## src/rtl/rt_intv_tmr_pkg.sv

```systemverilog
// Shared types for the interval timer.
// State encoding and mode constants.
package rt_intv_tmr_pkg;

  typedef enum logic {
    ST_IDLE = 1'b0,
    ST_RUN  = 1'b1
  } state_t;

  localparam logic MODE_ONESHOT  = 1'b0;
  localparam logic MODE_PERIODIC = 1'b1;

endpackage

```

## src/rtl/rt_bin_cnt.sv

```systemverilog
// Loadable up/down binary counter.
// Priority: clear > load > count.
module rt_bin_cnt #(
  parameter int PARAM_BIT_NUM = 8
) (
  input  logic                     rt_i_clk,
  input  logic                     rt_i_rst,
  input  logic                     rt_i_set,
  input  logic                     rt_i_ce,
  input  logic                     rt_i_inc_n,
  input  logic [PARAM_BIT_NUM-1:0] rt_i_val,
  output logic [PARAM_BIT_NUM-1:0] rt_o_cnt,
  output logic                     rt_o_eqnz
);

  logic [PARAM_BIT_NUM-1:0] cnt;

  always_ff @(posedge rt_i_clk) begin
    if (rt_i_rst) begin
      cnt <= '0;
    end else if (rt_i_set) begin
      cnt <= rt_i_val;
    end else if (rt_i_ce) begin
      cnt <= rt_i_inc_n ? cnt - 1'b1 : cnt + 1'b1;
    end
  end

  assign rt_o_cnt  = cnt;
  assign rt_o_eqnz = |cnt;

endmodule

```

## src/rtl/rt_intv_tmr.sv

```systemverilog
// Interval timer: one-shot / periodic control around rt_bin_cnt.
// Emits registered expire/err pulses and a saturating expiry count.
module rt_intv_tmr
  import rt_intv_tmr_pkg::*;
#(
  parameter int PARAM_BIT_NUM  = 8,
  parameter int PARAM_EXP_BITS = 8
) (
  input  logic                      rt_i_clk,
  input  logic                      rt_i_rst,
  input  logic                      rt_i_start,
  input  logic                      rt_i_stop,
  input  logic                      rt_i_mode,
  input  logic [PARAM_BIT_NUM-1:0]  rt_i_prd,
  input  logic                      rt_i_tick_ce,
  output logic                      rt_o_busy,
  output logic                      rt_o_expire,
  output logic                      rt_o_err,
  output logic [PARAM_BIT_NUM-1:0]  rt_o_cnt,
  output logic [PARAM_EXP_BITS-1:0] rt_o_exp_cnt
);

  state_t state, state_n;

  logic [PARAM_BIT_NUM-1:0]  shadow_prd;
  logic                      shadow_mode;
  logic [PARAM_EXP_BITS-1:0] exp_cnt;
  logic                      expire, err;

  logic [PARAM_BIT_NUM-1:0] cnt, cnt_val;
  logic cnt_eqnz, cnt_set, cnt_clr, cnt_ce;
  logic run, last, prd_zero;
  logic do_stop, do_start, do_fin;
  logic ld, xinc, xclr, expire_n, err_n;

  assign run      = (state == ST_RUN);
  assign prd_zero = (rt_i_prd == '0);
  // cnt==1: nonzero with every bit above the LSB clear
  assign last     = cnt_eqnz & ~|cnt[PARAM_BIT_NUM-1:1];

  assign do_stop  = rt_i_stop;
  assign do_start = rt_i_start & ~rt_i_stop;
  assign do_fin   = run & rt_i_tick_ce & last
                  & ~rt_i_stop & ~rt_i_start;

  assign cnt_ce = run & rt_i_tick_ce & cnt_eqnz & ~last;

  always_comb begin
    state_n  = state;
    cnt_set  = 1'b0;
    cnt_clr  = 1'b0;
    cnt_val  = rt_i_prd;
    ld       = 1'b0;
    xinc     = 1'b0;
    xclr     = 1'b0;
    expire_n = 1'b0;
    err_n    = 1'b0;
    unique case (1'b1)
      do_stop: begin
        if (run) begin
          cnt_clr = 1'b1;
          state_n = ST_IDLE;
        end
      end
      do_start: begin
        if (prd_zero) begin
          err_n = 1'b1;
          if (run) begin
            cnt_clr = 1'b1;
            state_n = ST_IDLE;
          end
        end else begin
          cnt_set = 1'b1;
          ld      = 1'b1;
          xclr    = 1'b1;
          state_n = ST_RUN;
        end
      end
      do_fin: begin
        expire_n = 1'b1;
        xinc     = 1'b1;
        if (shadow_mode == MODE_PERIODIC) begin
          cnt_set = 1'b1;
          cnt_val = shadow_prd;
        end else begin
          cnt_clr = 1'b1;
          state_n = ST_IDLE;
        end
      end
      default: ;
    endcase
  end

  always_ff @(posedge rt_i_clk) begin
    if (rt_i_rst) begin
      state       <= ST_IDLE;
      shadow_prd  <= '0;
      shadow_mode <= MODE_ONESHOT;
      exp_cnt     <= '0;
      expire      <= 1'b0;
      err         <= 1'b0;
    end else begin
      state  <= state_n;
      expire <= expire_n;
      err    <= err_n;
      if (ld) begin
        shadow_prd  <= rt_i_prd;
        shadow_mode <= rt_i_mode;
      end
      if (xclr) begin
        exp_cnt <= '0;
      end else if (xinc && !(&exp_cnt)) begin
        exp_cnt <= exp_cnt + 1'b1;
      end
    end
  end

  rt_bin_cnt #(
    .PARAM_BIT_NUM(PARAM_BIT_NUM)
  ) u_cnt (
    .rt_i_clk   (rt_i_clk),
    .rt_i_rst   (rt_i_rst | cnt_clr),
    .rt_i_set   (cnt_set),
    .rt_i_ce    (cnt_ce),
    .rt_i_inc_n (1'b1),
    .rt_i_val   (cnt_val),
    .rt_o_cnt   (cnt),
    .rt_o_eqnz  (cnt_eqnz)
  );

  assign rt_o_busy    = run;
  assign rt_o_expire  = expire;
  assign rt_o_err     = err;
  assign rt_o_cnt     = cnt;
  assign rt_o_exp_cnt = exp_cnt;

endmodule

```

## config.mk

```make
export PLATFORM = sky130hd
export DESIGN_NAME = rt_intv_tmr
export DESIGN_NICKNAME = d
export VERILOG_FILES = /design/src/rtl/rt_intv_tmr_pkg.sv /design/src/rtl/rt_bin_cnt.sv /design/src/rtl/rt_intv_tmr.sv
export SDC_FILE = /design/constraint.sdc
export NUM_CORES = 1
export LEC_CHECK = 0
export CAP_MARGIN = 20
export CORE_MARGIN = 1.5
export CORE_UTILIZATION = 30
export CTS_CLUSTER_SIZE = 40
export DETAILED_ROUTE_END_ITERATION = 16
export PLACE_DENSITY = 0.56
export SLEW_MARGIN = 10
export SYNTH_ARGS = -nofsm -noshare
export SYNTH_HDL_FRONTEND = slang
export SYNTH_SLANG_ARGS = --single-unit
```

## constraint.sdc

```tcl
create_clock -name rt_i_clk -period 6.8 [get_ports rt_i_clk]
set_clock_uncertainty 0.05 [all_clocks]
set_input_delay 0.68 -clock rt_i_clk [delete_from_list [all_inputs] [get_ports rt_i_clk]]
set_output_delay 0.68 -clock rt_i_clk [all_outputs]
set_load 0.005 [all_outputs]
```

# Word level (Yosys, flattened, before mapping)
# Cells that the tools add are included.
[word_totals]
reg_bits = 28
input_bits = 14
output_inout_bits = 19
wordCells = 51
[op_classes]
n_addsub = 2
eq_ne = 1
n_mux = 16
n_bitwise = 13
reduce_logical = 12
[ops]
columns = ["cell", "n"]
rows = [
  ["8-bit two-way mux", 4],
  ["1-bit two-way mux", 9],
  ["8-bit by 1-bit adder with 8-bit output, second input constant", 1],
  ["1-bit bitwise AND", 8],
  ["8-bit zero test", 1],
  ["8-bit AND reduction", 1],
  ["8-bit OR reduction", 1],
  ["8-bit by 1-bit subtractor with 8-bit output, second input constant", 1],
  ["7-bit OR reduction", 1],
  ["1-bit one-hot mux with 3 select lines", 2],
  ["1-bit inverter", 4],
  ["2-bit OR reduction", 2],
  ["3-bit nonzero test", 1],
  ["1-bit zero test", 2],
  ["2-bit != test, second input constant", 1],
  ["1-bit one-hot mux with 2 select lines", 1],
  ["2-bit AND reduction", 1],
  ["2-bit nonzero test", 1],
  ["1-bit logical AND", 1],
  ["1-bit bitwise OR", 1],
]

# Longest topological paths before layout
[logic_depth]
depth_word = 8
ltp_mapped = 8
depth_no_buf = 7

# Modules after synthesis
# Synthesis repeated with hierarchy kept, for this count alone.
[unflattened]
hier_cells = 199
area_unflattened_um2 = 1776.7
[modules_own_cells]
columns = ["module", "n_inst", "cells_per_inst", "area_per_inst_um2"]
rows = [
  ["rt_intv_tmr", 1, 107, 1019.7],
  ["rt_bin_cnt", 1, 92, 757.0],
]

# Worst setup path before layout
# OpenSTA, ideal clock, no wires.
[synth_timing]
kind = "input-to-reg"
start = "in rt_i_stop"
end = "reg exp_cnt[5], in the netlist rt_o_exp_cnt[5]"
arrival_time_ps = 2211
t_required_ps = 6626
setup_slack_ps = 4414
stages = 6
n_path_buf = 1
cell_sequence = "or4_4 > or4_4 > buf_6 > nor4_2 > xnor2_1 > nor2_1"
[synth_between]
elab_chain_len = 5
elab_cells_between_ends = 8
[synth_lines]
columns = ["element", "line_no", "text"]
rows = [
  ["start, declared", "rt_intv_tmr.sv:12", "input logic rt_i_stop,"],
  ["1-bit inverter (*)", "rt_intv_tmr.sv:42, rt_intv_tmr.sv:44", ""],
  ["1-bit bitwise AND (2 in series)", "rt_intv_tmr.sv:44", "& ~rt_i_stop & ~rt_i_start;"],
  ["1-bit two-way mux", "rt_intv_tmr.sv:58", "unique case (1'b1)"],
  ["1-bit logical AND", "rt_intv_tmr.sv:112", "end else if (xinc && !(&exp_cnt)) begin"],
  ["end signal, assigned", "rt_intv_tmr.sv:113", "exp_cnt <= exp_cnt + 1'b1;"],
  ["end, declared", "rt_intv_tmr.sv:27", "logic [PARAM_EXP_BITS-1:0] exp_cnt;"],
]
# Mark *: on every way between the ends. The rest lies on a longest branch, timed or not.
# A chain may end at the register's enable or synchronous reset.

# Final worst setup path
[layout_timing]
start = "in rt_i_stop"
end = "reg u_cnt.cnt[3], in the netlist u_cnt.rt_o_cnt[3]"
[layout_between]
elab_chain_len = 5
elab_cells_between_ends = 10
[layout_lines]
columns = ["element", "line_no", "text"]
rows = [
  ["1-bit inverter", "rt_intv_tmr.sv:42, rt_intv_tmr.sv:44", ""],
  ["1-bit bitwise AND (2 in series)", "rt_intv_tmr.sv:44", ""],
  ["1-bit one-hot mux with 3 select lines (tied with other cells)", "rt_intv_tmr.sv:58", ""],
  ["1-bit bitwise OR (tied with other cells)", "rt_intv_tmr.sv:122", ".rt_i_rst (rt_i_rst | cnt_clr),"],
  ["end signal, assigned", "rt_bin_cnt.sv:22", "cnt <= rt_i_val;"],
  ["end signal, assigned", "rt_bin_cnt.sv:24", "cnt <= rt_i_inc_n ? cnt - 1'b1 : cnt + 1'b1;"],
  ["end, declared", "rt_bin_cnt.sv:16", "logic [PARAM_BIT_NUM-1:0] cnt;"],
]
# Parallel ways exist; a longest one is shown, timed or not.

==> key figures <==
Pwr
  – Cell-internal power: between 0.2 and 0.3 mW
  – Seq pwr share: a little over half
  – Total power density per cell area: between 150 and 200 nW/um^2
  – Leak pwr: 0.615 nW
  – Share of power burned in combinational logic: between 10% and 20%
  – Net switching power: ~0.089 mW
  – Share of total power in the clock network: between 30% and 40%
  – Final Power: roughly 0.34 mW
  – Maximum vdd drop: 0.0000834 V
  – Switching portion of total power: 26.2%

Timing
  – Final clock period utilization by the worst path: between 40 and 50%
  – RSZ-0062 raised after global routing: false
  – Final critical path time including I/O delays and setup: about 2700 ps
  – Worst relative slew slack: approximately 58%
  – Fin. max-slew vios: 0
  – Worst hold margin: 412 ps
  – Setup-violating endpoint count in the final report: 0
  – Final critical-path setup slack: ~4100 ps
  – Setup tns final: 0 ps
  – Final Hold Vio Count: 0
  – Achievable Freq: 366 MHz
  – Actual slew at the worst max-slew pin: around 630 ps

Global route
  – Global-route wire length before repair: roughly 6000 um
  – Maximum number of pins on one net before global-route repair: 26
  – Total track usage: between 10% and 20%
  – Number of antenna violations at the first check in global routing: 0
  – Grt total ovfl: 0
  – Vias in the first global route: roughly 1,200

Route
  – Routed WL per cell: between 10 and 15 um
  – Remaining antenna violation count: 0
  – Remaining DRCs: 0
  – Routed Wire Length: ~3700 um
  – Number of search-and-repair iterations in the first detailed-routing pass: 4
  – Post-DR vias/cell: slightly above 5
  – Vias: around 1,400
  – First DRT Iteration DRCs: 134

Cells and area
  – Inserted Diodes: 0
  – Share of post-route cells with drive strength above 1: under 10%
  – Layout Area Growth over Synthesis: 29.3%
  – NumNets Final: ~230
  – Non-filler instance count after layout: 276

CTS
  – CTS H-tree lvls: 1
  – TritonCTS clock tree: yes
  – Post-CTS sizing: 0
  – Source-to-sink clock delay at the later pin of the worst-skew pair: approximately 280 ps
  – Buffer count from post-CTS setup fixing: 0
  – CTS clk-pin slew, worst paths: roughly 100 ps
  – Master cell of the clock root buffer: clkbuf_8
  – Number of clock sinks: 28
  – TritonCTS Buffers: 3
  – Clk buf depth: 2
  – Cts hold-fix bufs: 0

Floorplanning
  – I/O Pins: 33
  – Die Wd: between 70 and 80 um
  – Initial Utilization: roughly 31%
  – Std-Cell Rows: 25
  – Die Footprint: 5320 um^2
  – Core area: ~4700 um^2
  – Vertical die dimension: between 70 and 80 um

Critical path
  – Setup slack of the worst register-to-register path: approximately 4200 ps
  – Startpoint type of the worst setup path: input port
  – Critical Setup Path Class: in -> reg
  – Highest net fanout along the worst path: 14
  – Worst setup EP type: register
  – Worst EP arrival: 2840 ps
  – Data required time at the worst endpoint: 6910 ps

Yosys
  – Fraction of registers with async set or reset after synthesis: 0%
  – Cells after synthesis: around 180
  – Synth Cell Area: between 1000 and 1500 um^2
  – Yosys cell types: 45
  – Leading cell type by number of instances after synthesis: dfxtp_1
  – Most used flip-flop cell after synthesis: dfxtp_1
  – Area share of the largest cell type after synthesis: between 30% and 40%
  – Most common library cells after synthesis: dfxtp_1 (28), nand2_1 (25), nor2_1 (20)
  – Synthesized flop and latch total: 28
  – Post-synthesis net count: about 200
  – Number of enable flip-flop cells after synthesis: 0
  – Average footprint of a synthesized cell: 8.20 um^2
  – Synth area leaders: dfxtp_1 (38%), nand2_1 (6.4%), nor2_1 (5.1%)
  – Part of the Yosys area used for sequential elements: about two fifths
  – Syn. warnings: 0
  – Largest area contributor in the netlist: dfxtp_1

Status
  – Status: finished, final reports clean

Run
  – Maximum capacitance violations: 0

Min path
  – Class of the tightest hold or removal check: reg -> reg

Placed design
  – Setup Slack @ Placement: 3780 ps
  – Half-perimeter wire length of the detailed placement result: between 2000 and 3000 um
  – Buffers added on ports: 32
  – Final Wtd Congestion: between 0.7 and 0.8
  – Placed cell count: around 270
[worst paths after layout]
check,endpoint,start,depth (start not counted)
worst max-delay path,u_cnt.rt_o_cnt[3],rt_i_stop,6
worst min register to register,shadow_prd[7],shadow_prd[7],2
worst max register to register,u_cnt.rt_o_cnt[3],u_cnt.rt_o_cnt[1],7
worst min-delay path,shadow_prd[7],shadow_prd[7],2
[worst max-delay path, stage by stage]
cell and delay [ps]:
clkdlybuf4s50_1 480, or4_4 520, or4_4 550, o32a_1 360
a32oi_1 160, a31oi_1 100
[placed cells by master, fill, tap and decap left out, types with 4 or more instances in the layout]
master and count:
clkdlybuf4s50_1 32, dfxtp_1 28, nand2_1 25, nor2_1 20, a21oi_1 13, xnor2_1 8, nor3_1 8, nor4_1 6
nand3_1 6, nand2b_1 5, inv_1 4, clkbuf_8 4
[metal layers]
metal,GRT usage [%],wire (um)
met5,0,0
met4,4.19,25
met3,2.62,137
met2,20.4,1590
met1,23.1,1960
[cell type report]
type	instances	area (um^2)
clock buffers	4	55.1
fillers	500	2830
inverters	4	15.0
multi-input cells	140	856
flip-flops and latches	28	561
well taps	67	83.8
repair buffers	33	328
[registers in the layout, summed over array words and instances (netlist names)]
signal and count:
rt_o_exp_cnt 8, rt_o_err 1, u_cnt.rt_o_cnt 8, shadow_mode 1, rt_o_expire 1, shadow_prd 8
rt_o_busy 1
[cells by family after synthesis]
family                     count (synthesis)  share of synthesized area, %
and+or+nand+nor                           91                          33.3
AOI/OAI and AO/OA                         38                          17.6
DFF                                       28                          38.2
buffers and inverters                     11                          3.49
xor gates and xnor gates                   8                          4.77
adders and majority gates                  3                          2.56
[through the flow]
| step | util, % | area, um^2 |
|---|---|---|
| 5_1_grt | 40.2 | 1900 |
| 4_1_cts | 40.2 | 1900 |
| 2_1_floorplan | - | 1470 |
| 3_5_place_dp | 39.0 | 1840 |
| 3_3_place_gp | 39.0 | 1840 |
| 6_report | 40.2 | 1900 |
[power groups by stage]
| stage | clock network [mW] | logic [mW] | registers [mW] |
|---|---|---|---|
| global placement | 0 | 0.0567 | 0.181 |
| CTS | 0.109 | 0.0574 | 0.177 |
| finish | 0.105 | 0.0571 | 0.177 |
| detailed placement | 0 | 0.0570 | 0.181 |
| global route | 0.114 | 0.0636 | 0.178 |
| floorplan | 0 | 0.0313 | 0.180 |
(Power assumes the default switching activity.)
